$ cat src/rtl/fw_pkg.sv
// Shared firewall datapath definitions.
//   ADDR_W / NUM_RULES : default rule memory geometry
//   DEFAULT_RULE_IDX   : verdict_rule value reported when the default policy decides
//   scan_state_t       : rule scan controller states (explicit legacy encodings)
package fw_pkg;

   localparam int unsigned ADDR_W    = 8;
   localparam int unsigned NUM_RULES = 256;

   localparam logic [ADDR_W-1:0] DEFAULT_RULE_IDX = '1;

   typedef enum logic [1:0] {
      IDLE = 2'd0,
      SCAN = 2'd1,
      DONE = 2'd2
   } scan_state_t;

endpackage

$ cat src/rtl/rule_scan_ctrl_if.sv
// Bus between the packet parser / rule matcher and the rule scan controller.
//   master : controller side (drives addresses, match_ena, verdict, status)
//   slave  : environment side (parser handshake and matcher results)
// Signals: pkt_valid/pkt_ready, rule_addr1/rule_addr2, match_ena,
//          hit1/hit2, active1/active2, action1/action2,
//          verdict_valid/verdict_accept/verdict_rule, busy, drop_cnt.
interface rule_scan_ctrl_if #(
   parameter int unsigned ADDR_W = 8
);

   logic              pkt_valid;
   logic              pkt_ready;
   logic [ADDR_W-1:0] rule_addr1;
   logic [ADDR_W-1:0] rule_addr2;
   logic              match_ena;
   logic              hit1;
   logic              hit2;
   logic              active1;
   logic              active2;
   logic              action1;
   logic              action2;
   logic              verdict_valid;
   logic              verdict_accept;
   logic [ADDR_W-1:0] verdict_rule;
   logic              busy;
   logic [15:0]       drop_cnt;

   modport master (
      input  pkt_valid, hit1, hit2, active1, active2, action1, action2,
      output pkt_ready, rule_addr1, rule_addr2, match_ena,
             verdict_valid, verdict_accept, verdict_rule, busy, drop_cnt
   );

   modport slave (
      output pkt_valid, hit1, hit2, active1, active2, action1, action2,
      input  pkt_ready, rule_addr1, rule_addr2, match_ena,
             verdict_valid, verdict_accept, verdict_rule, busy, drop_cnt
   );

endinterface

$ cat src/rtl/match_tag_pipe.sv
// Tag pipeline that tracks which matcher result cycles carry a real pair.
// A {valid, pair index} tag enters with each issued pair and leaves DEPTH
// cycles later, aligned with the matcher results for that pair.
//   clk, rst_n : clock, asynchronous active-low reset
//   flush_i    : synchronous clear of all in-flight tags (input tag dropped too)
//   valid_i    : a pair is issued this cycle
//   idx_i      : pair index of the issued pair
//   valid_o    : tag at the result end is valid
//   idx_o      : pair index of the tag at the result end
//   empty_o    : no valid tag in any stage
module match_tag_pipe #(
   parameter int unsigned DEPTH = 2,
   parameter int unsigned IDX_W = 7
) (
   input  logic             clk,
   input  logic             rst_n,
   input  logic             flush_i,
   input  logic             valid_i,
   input  logic [IDX_W-1:0] idx_i,
   output logic             valid_o,
   output logic [IDX_W-1:0] idx_o,
   output logic             empty_o
);

   logic [DEPTH-1:0] vld_q;
   logic [IDX_W-1:0] idx_q [DEPTH];

   always_ff @(posedge clk or negedge rst_n) begin
      if (!rst_n) begin
         vld_q <= '0;
         for (int unsigned i = 0; i < DEPTH; i++) begin
            idx_q[i] <= '0;
         end
      end else if (flush_i) begin
         vld_q <= '0;
      end else begin
         vld_q[0] <= valid_i;
         idx_q[0] <= idx_i;
         for (int unsigned i = 1; i < DEPTH; i++) begin
            vld_q[i] <= vld_q[i-1];
            idx_q[i] <= idx_q[i-1];
         end
      end
   end

   assign valid_o = vld_q[DEPTH-1];
   assign idx_o   = idx_q[DEPTH-1];
   assign empty_o = ~|vld_q;

endmodule

$ cat src/rtl/rule_scan_ctrl.sv
// Rule scan controller: takes one parsed packet at a time, walks the rule
// memory two rules (even/odd) per cycle and applies first-match semantics to
// the matcher results, producing one accept/drop verdict per packet.
//   clk, rst_n : clock, asynchronous active-low reset
//   bus        : rule_scan_ctrl_if master port (parser handshake, rule
//                addresses and match enable, matcher results, verdict,
//                busy and saturating drop counter)
module rule_scan_ctrl #(
   parameter int unsigned NUM_RULES      = fw_pkg::NUM_RULES,
   parameter int unsigned ADDR_W         = fw_pkg::ADDR_W,
   parameter int unsigned MATCH_LAT      = 2,
   parameter bit          DEFAULT_ACCEPT = 1'b0
) (
   input  logic             clk,
   input  logic             rst_n,
   rule_scan_ctrl_if.master bus
);

   import fw_pkg::*;

   localparam int unsigned       PAIR_W    = ADDR_W - 1;
   localparam logic [PAIR_W-1:0] LAST_PAIR = PAIR_W'(NUM_RULES / 2 - 1);

   scan_state_t       state_q, state_d;
   logic [PAIR_W-1:0] pair_q, pair_d;
   logic              ena_q, ena_d;
   logic              accept_q, accept_d;
   logic [ADDR_W-1:0] rule_q, rule_d;
   logic [15:0]       drop_q, drop_d;

   logic              tag_vld;
   logic [PAIR_W-1:0] tag_idx;
   logic              tag_empty;
   logic              flush;
   logic              hit_a, hit_b, decide, issue;

   assign hit_a  = bus.active1 & bus.hit1;
   assign hit_b  = bus.active2 & bus.hit2;
   assign decide = (state_q == SCAN) & tag_vld & (hit_a | hit_b);
   // The pair in flight during a decision cycle is suppressed combinationally
   // so no rule beyond the deciding window is ever presented to the matcher.
   assign issue  = ena_q & ~decide;

   match_tag_pipe #(
      .DEPTH (MATCH_LAT),
      .IDX_W (PAIR_W)
   ) u_tag_pipe (
      .clk     (clk),
      .rst_n   (rst_n),
      .flush_i (flush),
      .valid_i (issue),
      .idx_i   (pair_q),
      .valid_o (tag_vld),
      .idx_o   (tag_idx),
      .empty_o (tag_empty)
   );

   always_comb begin
      state_d  = state_q;
      pair_d   = pair_q;
      ena_d    = ena_q;
      accept_d = accept_q;
      rule_d   = rule_q;
      drop_d   = drop_q;
      flush    = 1'b0;
      case (state_q)
         IDLE: begin
            if (bus.pkt_valid) begin
               pair_d  = '0;
               ena_d   = 1'b1;
               state_d = SCAN;
            end
         end
         SCAN: begin
            if (ena_q) begin
               if (pair_q == LAST_PAIR) begin
                  ena_d = 1'b0;
               end else begin
                  pair_d = pair_q + 1'b1;
               end
            end
            if (decide) begin
               flush    = 1'b1;
               ena_d    = 1'b0;
               accept_d = hit_a ? bus.action1 : bus.action2;
               // Even rule wins when both hit; odd rule index is 2*pair+1.
               rule_d   = {tag_idx, ~hit_a};
               state_d  = DONE;
            end else if ((tag_vld && tag_idx == LAST_PAIR) || (!ena_q && tag_empty)) begin
               // Second term only guards against a stuck scan if nothing is
               // left to issue or to evaluate.
               accept_d = DEFAULT_ACCEPT;
               rule_d   = '1;
               state_d  = DONE;
            end
         end
         DONE: begin
            if (!accept_q && drop_q != 16'hFFFF) begin
               drop_d = drop_q + 16'd1;
            end
            state_d = IDLE;
         end
         default: state_d = IDLE;
      endcase
   end

   always_ff @(posedge clk or negedge rst_n) begin
      if (!rst_n) begin
         state_q  <= IDLE;
         pair_q   <= '0;
         ena_q    <= 1'b0;
         accept_q <= 1'b0;
         rule_q   <= '0;
         drop_q   <= '0;
      end else begin
         state_q  <= state_d;
         pair_q   <= pair_d;
         ena_q    <= ena_d;
         accept_q <= accept_d;
         rule_q   <= rule_d;
         drop_q   <= drop_d;
      end
   end

   assign bus.rule_addr1     = {pair_q, 1'b0};
   assign bus.rule_addr2     = {pair_q, 1'b1};
   assign bus.match_ena      = issue;
   assign bus.verdict_valid  = (state_q == DONE);
   assign bus.pkt_ready      = (state_q == DONE);
   assign bus.verdict_accept = accept_q;
   assign bus.verdict_rule   = rule_q;
   assign bus.busy           = (state_q != IDLE);
   assign bus.drop_cnt       = drop_q;

endmodule

$ cat src/flat_wrapper.sv
// flat-port wrapper written by rule: the top's interface ports become plain ports
module rule_scan_ctrl_flat import fw_pkg::*;
#(
   parameter int unsigned NUM_RULES      = fw_pkg::NUM_RULES,
   parameter int unsigned ADDR_W         = fw_pkg::ADDR_W,
   parameter int unsigned MATCH_LAT      = 2,
   parameter bit          DEFAULT_ACCEPT = 1'b0
)
  (clk, rst_n, bus_pkt_valid, bus_hit1, bus_hit2, bus_active1, bus_active2, bus_action1, bus_action2, bus_pkt_ready, bus_rule_addr1, bus_rule_addr2, bus_match_ena, bus_verdict_valid, bus_verdict_accept, bus_verdict_rule, bus_busy, bus_drop_cnt);
  rule_scan_ctrl_if #(.ADDR_W(ADDR_W)) bus_i ();
  input  logic clk;
  input  logic rst_n;
  input wire logic [$bits(bus_i.pkt_valid)-1:0] bus_pkt_valid;
  input wire logic [$bits(bus_i.hit1)-1:0] bus_hit1;
  input wire logic [$bits(bus_i.hit2)-1:0] bus_hit2;
  input wire logic [$bits(bus_i.active1)-1:0] bus_active1;
  input wire logic [$bits(bus_i.active2)-1:0] bus_active2;
  input wire logic [$bits(bus_i.action1)-1:0] bus_action1;
  input wire logic [$bits(bus_i.action2)-1:0] bus_action2;
  output wire logic [$bits(bus_i.pkt_ready)-1:0] bus_pkt_ready;
  output wire logic [$bits(bus_i.rule_addr1)-1:0] bus_rule_addr1;
  output wire logic [$bits(bus_i.rule_addr2)-1:0] bus_rule_addr2;
  output wire logic [$bits(bus_i.match_ena)-1:0] bus_match_ena;
  output wire logic [$bits(bus_i.verdict_valid)-1:0] bus_verdict_valid;
  output wire logic [$bits(bus_i.verdict_accept)-1:0] bus_verdict_accept;
  output wire logic [$bits(bus_i.verdict_rule)-1:0] bus_verdict_rule;
  output wire logic [$bits(bus_i.busy)-1:0] bus_busy;
  output wire logic [$bits(bus_i.drop_cnt)-1:0] bus_drop_cnt;
  assign bus_i.pkt_valid = bus_pkt_valid;
  assign bus_i.hit1 = bus_hit1;
  assign bus_i.hit2 = bus_hit2;
  assign bus_i.active1 = bus_active1;
  assign bus_i.active2 = bus_active2;
  assign bus_i.action1 = bus_action1;
  assign bus_i.action2 = bus_action2;
  assign bus_pkt_ready = bus_i.pkt_ready;
  assign bus_rule_addr1 = bus_i.rule_addr1;
  assign bus_rule_addr2 = bus_i.rule_addr2;
  assign bus_match_ena = bus_i.match_ena;
  assign bus_verdict_valid = bus_i.verdict_valid;
  assign bus_verdict_accept = bus_i.verdict_accept;
  assign bus_verdict_rule = bus_i.verdict_rule;
  assign bus_busy = bus_i.busy;
  assign bus_drop_cnt = bus_i.drop_cnt;
  rule_scan_ctrl #(.NUM_RULES(NUM_RULES), .ADDR_W(ADDR_W), .MATCH_LAT(MATCH_LAT), .DEFAULT_ACCEPT(DEFAULT_ACCEPT)) u_core (.clk(clk), .rst_n(rst_n), .bus(bus_i));
endmodule
$ cat config.mk
export PLATFORM = sky130hd
export DESIGN_NAME = rule_scan_ctrl_flat
export DESIGN_NICKNAME = d
export VERILOG_FILES = /design/src/rtl/fw_pkg.sv /design/src/rtl/rule_scan_ctrl_if.sv /design/src/rtl/match_tag_pipe.sv /design/src/rtl/rule_scan_ctrl.sv /design/src/flat_wrapper.sv
export SDC_FILE = /design/constraint.sdc
export NUM_CORES = 1
export LEC_CHECK = 0
export BUFFER_PORTS_ARGS = -buffer_cell sky130_fd_sc_hd__clkbuf_2
export CORE_MARGIN = 8
export CORE_UTILIZATION = 50
export DETAILED_ROUTE_END_ITERATION = 10
export PLACE_DENSITY = 0.78
export SLEW_MARGIN = 20
export SYNTH_ARGS = -nofsm -noshare
export SYNTH_HDL_FRONTEND = slang
export SYNTH_SLANG_ARGS = --single-unit
export TNS_END_PERCENT = 10
$ cat constraint.sdc
create_clock -name clk -period 2.6 [get_ports clk]
set_clock_uncertainty 0.05 [all_clocks]
set_input_delay 0.78 -clock clk [delete_from_list [all_inputs] [get_ports clk]]
set_output_delay 0.78 -clock clk [all_outputs]
set_load 0.005 [all_outputs]
==> flow_metrics.py, run 1 <==
metrics = {
    "floorplanning": {
        "boundaryPins": 54,
        "initial_core_util_pct": 51.06,
        "floorplan.die.height_um": 84.99,
        "core_area_mm2": 0.004661,
        "fp.dieArea_mm2": 0.007223,
        "placement_rows": 25,
        "die_x_extent_um": 84.99,
    },
    "clock_tree": {
        "post_cts_resized": 0,
        "cts_made_buffers": 5,
        "postCtsSetupRepairBufs": 0,
        "cts-htree-levels": 2,
        "clockBufferDepth": 2,
        "cts_hold_fix_bufs": 0,
        "worstSkewPairLatency_ns": 0.31,
        "master_cell_of_the_clock_root_buffer": "clkbuf_8",
        "cts_sinks": 51,
        "clock_slew_seen_by_the_registers_of_the_worst_setup_and_hold_paths_ns": 0.09,
        "tritoncts": "done",
    },
    "final_layout": {
        "finish.cell_count_without_fillers": 338,
        "fin_area_mm2": 0.002744,
        "inserted_diodes": 0,
        "area_growth_pct": 15.30,
        "final_core_utilization_pct": 58.87,
        "final_layout_size_suffix_gt1_share_pct": 24.30,
        "design.final.nets": 294,
    },
    "global_routing": {
        "global_route.usage.total_pct": 14.20,
        "pin_count_of_the_biggest_net_entering_global_routing": 52,
        "antenna_found_initial": 0,
        "first_global_vias": 1872,
        "grt_remaining_overflow": 0,
        "first_pass_grt_wire_length_um": 8376,
    },
    "worst_setup_path": {
        "r2r_cells": 4,
        "crit_path_cell_trace": "nor2b_1 > nand3_1 > and2_1 > clkbuf_2",
        "crit_end": "bus_match_ena",
        "critical_path_arrival_ns": 1.60,
        "critPathTopFamily": "simple AND/OR/NAND/NOR gates",
        "worstSetupPathDepth": 4,
        "path_class": "flop to output pin",
        "start_point_of_the_critical_path": "u_core.state_q[0]$_DFFE_PN0P_",
        "crit_path_top_delay_cell": "dfrtp_1",
        "setup.reg_to_reg.worst_slack_ns": 0.39,
        "worst_setup_path_end_kind": "output pin",
        "critical_path.n_buffers_inverters": 1,
        "worstPathRequired_ns": 1.77,
        "cp_max_fo": 10,
        "critical_path.max_stage_delay_ns": 0.49,
        "worst_r2r_endpoint": "u_core.bus.drop_cnt[15]$_DFFE_PN0P_",
        "crit_path_start_kind": "flop",
        "regToRegStartpoint": "u_core.state_q[0]$_DFFE_PN0P_",
    },
    "power_and_ir_drop": {
        "p_comb_share_pct": 28.8,
        "power.switching_w": 0.0009102,
        "power.share.sequential_pct": 49.0,
        "power-per-cell-area_mw_per_mm2": 961.4,
        "largest_vdd_supply_drop_uv": 468.6,
        "p_int_w": 0.001728,
        "p_leak_nw": 1.379,
        "clkPwrFrac_pct": 22.2,
        "p_sw_share_pct": 34.50,
    },
    "synth": {
        "post_synth_num_cell_types": 44,
        "synth_warn": 0,
        "synth_edf_count": 0,
        "synthesis.area_mm2": 0.002380,
        "async_reset_ff_share_pct": 100.0,
        "synth.largest_area_cell": "dfrtp_1",
        "synth_area_leaders": "dfrtp_1, nand2_1, nand3_1",
        "dominantRegCellSynth": "dfrtp_1",
        "synthCells": 238,
        "mean_cell_area_of_the_mapped_netlist_um2": 9.999,
        "synth_fp_nets": 249,
        "share_of_the_synthesized_area_in_the_top_cell_type_pct": 53.63,
        "portion_of_the_post_synthesis_area_used_by_sequential_elements_pct": 53.63,
        "ys_seq_elements": 51,
        "post_synth_most_frequent_cells": "dfrtp_1, nand2_1, nand3_1",
    },
    "drt": {
        "highest_layer": "met4",
        "drc_errors": 0,
        "drtAntennaViolNets": 0,
        "post_drt_wl_per_cell_um": 14.45,
        "route.met2.wl_um": 2355,
        "vias": 1887,
        "detail_route.vias_per_cell": 5.583,
        "drt-met1-wl_um": 2191,
        "wl_met3_um": 282,
        "routed_wirelength_um": 4883,
        "initial_drc_count": 74,
        "detailedRoute.firstPassIterationCount": 4,
    },
    "timing": {
        "worst-slew-pin-transition_ns": 0.6148,
        "min_clock_period_post_route_ns": 2.431,
        "max_freq_ghz": 0.4114,
        "setup_total_negative_slack_ns": 0,
        "final-hold-violation-count": 0,
        "period_share_pct": 93.48,
        "worst_slew_margin_rel_pct": 59.01,
        "grt_setup_unrepaired": "no",
        "final-setup-viol-count": 0,
        "timing.final.max_slew_violations": 0,
    },
    "run_status": {
        "outcome": "completed",
    },
    "placed_design": {
        "io_buffer_count": 51,
        "numPlacedInstances": 330,
        "detailedPlacementHpwl_um": 3602,
        "gp_congestion": 0.8245,
        "placement.cell_area_mm2": 0.002623,
    },
    "hold_path": {
        "hold_path_class": "flop to flop",
    },
    "flow_run": {
        "max_cap_viol_count": 0,
    },
}
power groups by stage:
stage,clock (W),sequential [W],combinational (W)
3_5_place_dp,0,0.00131,0.000779
6_report,0.000586,0.00129,0.000759
2_1_floorplan,0,0.00125,0.000523
4_1_cts,0.000603,0.00130,0.000783
5_1_grt,0.000627,0.00134,0.000876
3_3_place_gp,0,0.00130,0.000765
sequential cells by signal, summed over array words and instances, names as in the netlist:
signal and flops:
u_core.bus.drop_cnt 16, u_core.bus.verdict_accept 1, u_core.bus.verdict_rule 8, u_core.ena_q 1, u_core.pair_q 7, u_core.state_q 2, u_core.u_tag_pipe.idx_o 7, u_core.u_tag_pipe.idx_q 7
u_core.u_tag_pipe.vld_q 2
metal layers:
layer,up-vias,track usage [%]
met3,7,5.019
met2,44,24.08
met5,-,0
met1,931,16.20
met4,0,4.693
li1,905,-
worst reg2reg max path, delay by kind of cell, from the launching register on:
kind	cells	cell delay, ns
DFF	1	0.48
and+or+nand+nor	3	1.24
muxes	1	0.34
placed cells by master (no fill, tap or decap), types with 5 or more instances in the layout:
master / n
inv_1: 5
xor2_1: 9
dfrtp_1: 51
nand3_1: 18
o211ai_1: 5
nand2_1: 51
nand4_1: 8
nor2_1: 5
clkbuf_2: 51
o22a_1: 8
o21ai_0: 5
clkbuf_8: 6
metrics by stage:
| step | hold slack, ns | setup slack (ns) | power (W) |
|---|---|---|---|
| after detailed placement | 0.4061 | 0.2637 | 0.002091 |
| after CTS | 0.4269 | 0.1571 | 0.002683 |
| after floorplan | 0.3886 | 0.1360 | 0.001773 |
| after global routing | 0.4562 | 0.02039 | 0.002844 |
| final | 0.4218 | 0.1694 | 0.002638 |
| after global placement | 0.4030 | 0.2579 | 0.002069 |
kinds of logic after synthesis:
group,synth area share [%]
AO/OA/AOI/OAI,8.675
other,0.3156
flip-flops,53.63
XOR/XNOR,4.417
AND/OR/NAND/NOR,25.13
buffers and inverters,5.415
multiplexers,1.367
adder cells (fa/ha/maj),1.051
layout make-up:
class                      instances  area [µm²]
clock inverter                     2       38.79
clock buffer                       6       82.58
multi-input combinational        165       974.7
inverter                           5       18.77
timing repair buffer              55       285.3
fill                             407        1917
tap                               54       67.56
sequential                        51        1276
how the worst min path moves through the flow:
stage / startpoint / slack (ns) / depth (start not counted) / end
floorplan: u_core.u_tag_pipe.idx_q[10]$_DFFE_PN0N_ / 0.39 / 2 / u_core.u_tag_pipe.idx_q[10]$_DFFE_PN0N_
global placement: u_core.u_tag_pipe.idx_q[11]$_DFFE_PN0N_ / 0.40 / 2 / u_core.u_tag_pipe.idx_q[11]$_DFFE_PN0N_
detailed placement: u_core.u_tag_pipe.idx_q[12]$_DFFE_PN0N_ / 0.41 / 2 / u_core.u_tag_pipe.idx_q[12]$_DFFE_PN0N_
CTS: u_core.u_tag_pipe.idx_q[12]$_DFFE_PN0N_ / 0.43 / 2 / u_core.u_tag_pipe.idx_q[12]$_DFFE_PN0N_
global route: u_core.u_tag_pipe.idx_q[12]$_DFFE_PN0N_ / 0.46 / 2 / u_core.u_tag_pipe.idx_o[5]$_DFFE_PN0N_
finish: u_core.u_tag_pipe.idx_q[12]$_DFFE_PN0N_ / 0.42 / 2 / u_core.u_tag_pipe.idx_q[12]$_DFFE_PN0N_
(Power assumes the default switching activity.)
==> inputs of run 2 (changes only) <==
--- a/config.mk
+++ b/config.mk
@@ -5,7 +5,7 @@
 export SDC_FILE = /design/constraint.sdc
 export NUM_CORES = 1
 export LEC_CHECK = 0
-export BUFFER_PORTS_ARGS = -buffer_cell sky130_fd_sc_hd__clkbuf_2
+export BUFFER_PORTS_ARGS = -buffer_cell sky130_fd_sc_hd__buf_2
 export CORE_MARGIN = 8
 export CORE_UTILIZATION = 50
 export DETAILED_ROUTE_END_ITERATION = 10
==> flow_metrics.py, run 2 (synthesis results as in run 1) <==
metrics = {
    "final_layout": {
        "design.final.nets": 295,
        "largest_register_ff_count": 16,
        "area_growth_pct": 14.25,
        "fin_area_mm2": 0.002719,
        "mostFrequentLayoutCells": "nand2_1, buf_2, dfrtp_1, nand3_1, xor2_1",
        "final_layout_size_suffix_gt1_share_pct": 24.56,
        "inserted_diodes": 0,
    },
    "run_status": {
        "outcome": "completed",
    },
    "worst_setup_path": {
        "cp_max_fo": 10,
        "crit_path_start_kind": "flop",
        "worst_setup_path_end_kind": "output pin",
        "r2r_cells": 4,
        "worst_r2r_endpoint": "u_core.bus.drop_cnt[15]$_DFFE_PN0P_",
        "setup.reg_to_reg.worst_slack_ns": 0.37,
        "worstPathRequired_ns": 1.77,
        "regToRegStartpoint": "u_core.state_q[0]$_DFFE_PN0P_",
        "path_class": "flop to output pin",
        "critical_path_arrival_ns": 1.63,
    },
    "clock_tree": {
        "cts_made_buffers": 5,
        "cts_sinks": 51,
        "post_cts_resized": 0,
        "postCtsSetupRepairBufs": 0,
        "master_cell_of_the_clock_root_buffer": "clkbuf_8",
        "clock_slew_seen_by_the_registers_of_the_worst_setup_and_hold_paths_ns": 0.09,
        "cts_hold_fix_bufs": 0,
        "worstSkewPairLatency_ns": 0.31,
        "tritoncts": "done",
        "cts-htree-levels": 2,
        "clockBufferDepth": 2,
    },
    "drt": {
        "drtAntennaViolNets": 0,
        "vias": 1906,
        "detail_route.vias_per_cell": 5.622,
        "post_drt_wl_per_cell_um": 15.17,
        "detailedRoute.firstPassIterationCount": 4,
        "routed_wirelength_um": 5144,
        "initial_drc_count": 33,
        "drc_errors": 0,
    },
    "timing": {
        "final-setup-viol-count": 0,
        "grt_setup_unrepaired": "no",
        "timing.final.max_slew_violations": 0,
        "period_share_pct": 94.44,
        "worst-slew-pin-transition_ns": 0.5661,
        "worst_slew_margin_rel_pct": 62.26,
        "min_clock_period_post_route_ns": 2.455,
        "setup_total_negative_slack_ns": 0,
        "final-hold-violation-count": 0,
        "max_freq_ghz": 0.4073,
    },
    "global_routing": {
        "global_route.usage.total_pct": 14.51,
        "first_global_vias": 1910,
        "first_pass_grt_wire_length_um": 8625,
        "pin_count_of_the_biggest_net_entering_global_routing": 27,
        "grt_remaining_overflow": 0,
        "antenna_found_initial": 0,
    },
    "placed_design": {
        "detailedPlacementHpwl_um": 3757,
        "io_buffer_count": 51,
        "gp_congestion": 0.8353,
        "placement.cell_area_mm2": 0.002630,
    },
    "hold_path": {
        "hold_path_class": "input pin to asynchronous set/reset pin",
    },
    "power_and_ir_drop": {
        "p_total_w": 0.002517,
        "largest_vdd_supply_drop_uv": 634.2,
        "power-per-cell-area_mw_per_mm2": 925.9,
        "p_leak_nw": 1.379,
    },
    "floorplanning": {
        "floorplan.die.height_um": 84.99,
        "placement_rows": 25,
        "core_area_mm2": 0.004661,
        "die_x_extent_um": 84.99,
        "boundaryPins": 54,
        "initial_core_util_pct": 51.06,
        "fp.dieArea_mm2": 0.007223,
    },
    "flow_run": {
        "max_cap_viol_count": 0,
    },
}
[run 2: cell types whose count changed in the layout (fill, tap and decap cells not counted)]
cell	delta
clkbuf_2	-51
bufinv_16	-1
buf_4	+1
inv_6	-1
buf_2	+51
clkinvlp_4	+2
clkbuf_8	-1
clkinv_2	+1
[run 2: critical path: stages, from the launching register on]
cell	delay [ns]
dfrtp_1	0.51
nor2b_1	0.36
nand3_1	0.15
and2_1	0.19
buf_2	0.13
[run 2: how the worst max path moves through the flow]
stage                                             start             to  cells after the start
final                     u_core.state_q[0]$_DFFE_PN0P_  bus_match_ena                      4
after floorplan                             bus_active1  bus_match_ena                      4
after detailed placement                    bus_active1  bus_match_ena                      5
after global placement                      bus_active1  bus_match_ena                      5
after global routing      u_core.state_q[0]$_DFFE_PN0P_  bus_match_ena                      4
after CTS                 u_core.state_q[0]$_DFFE_PN0P_  bus_match_ena                      4
[run 2: cell type report]
class | count | area (µm²)
inverters | 5 | 18.77
fillers | 420 | 1942
well taps | 54 | 67.56
multi-input cells | 165 | 974.7
repair buffers | 56 | 292.8
clock inverters | 3 | 20.02
flip-flops and latches | 51 | 1276
clock buffers | 5 | 68.82
[run 2: metrics by stage]
stage          utilization [%]  setup WS [ns]  hold WS [ns]  instances
6_report                 58.34         0.1446        0.4070        339
5_1_grt                  58.34       0.006440        0.4424        339
4_1_cts                  58.34         0.1332        0.4237        339
3_5_place_dp             56.43         0.2476        0.4064        331
3_3_place_gp             56.43         0.2469        0.3998        331
2_1_floorplan                -         0.1360        0.3886        238
[run 2: power by group]
part	internal, W	leakage, nW	switching, W
registers	0.00104	0.661	0.000253
clock network	0.000188	0.0402	0.000264
logic	0.000376	0.678	0.000398
[run 2: per-layer routing]
metal / global-route usage (%) / up-vias / part of all wire (%)
met5: 0 / - / 0
met4: 4.207 / 0 / 0.82
li1: - / 908 / -
met2: 24.15 / 53 / 50
met1: 17.57 / 939 / 44
met3: 4.440 / 6 / 5.8
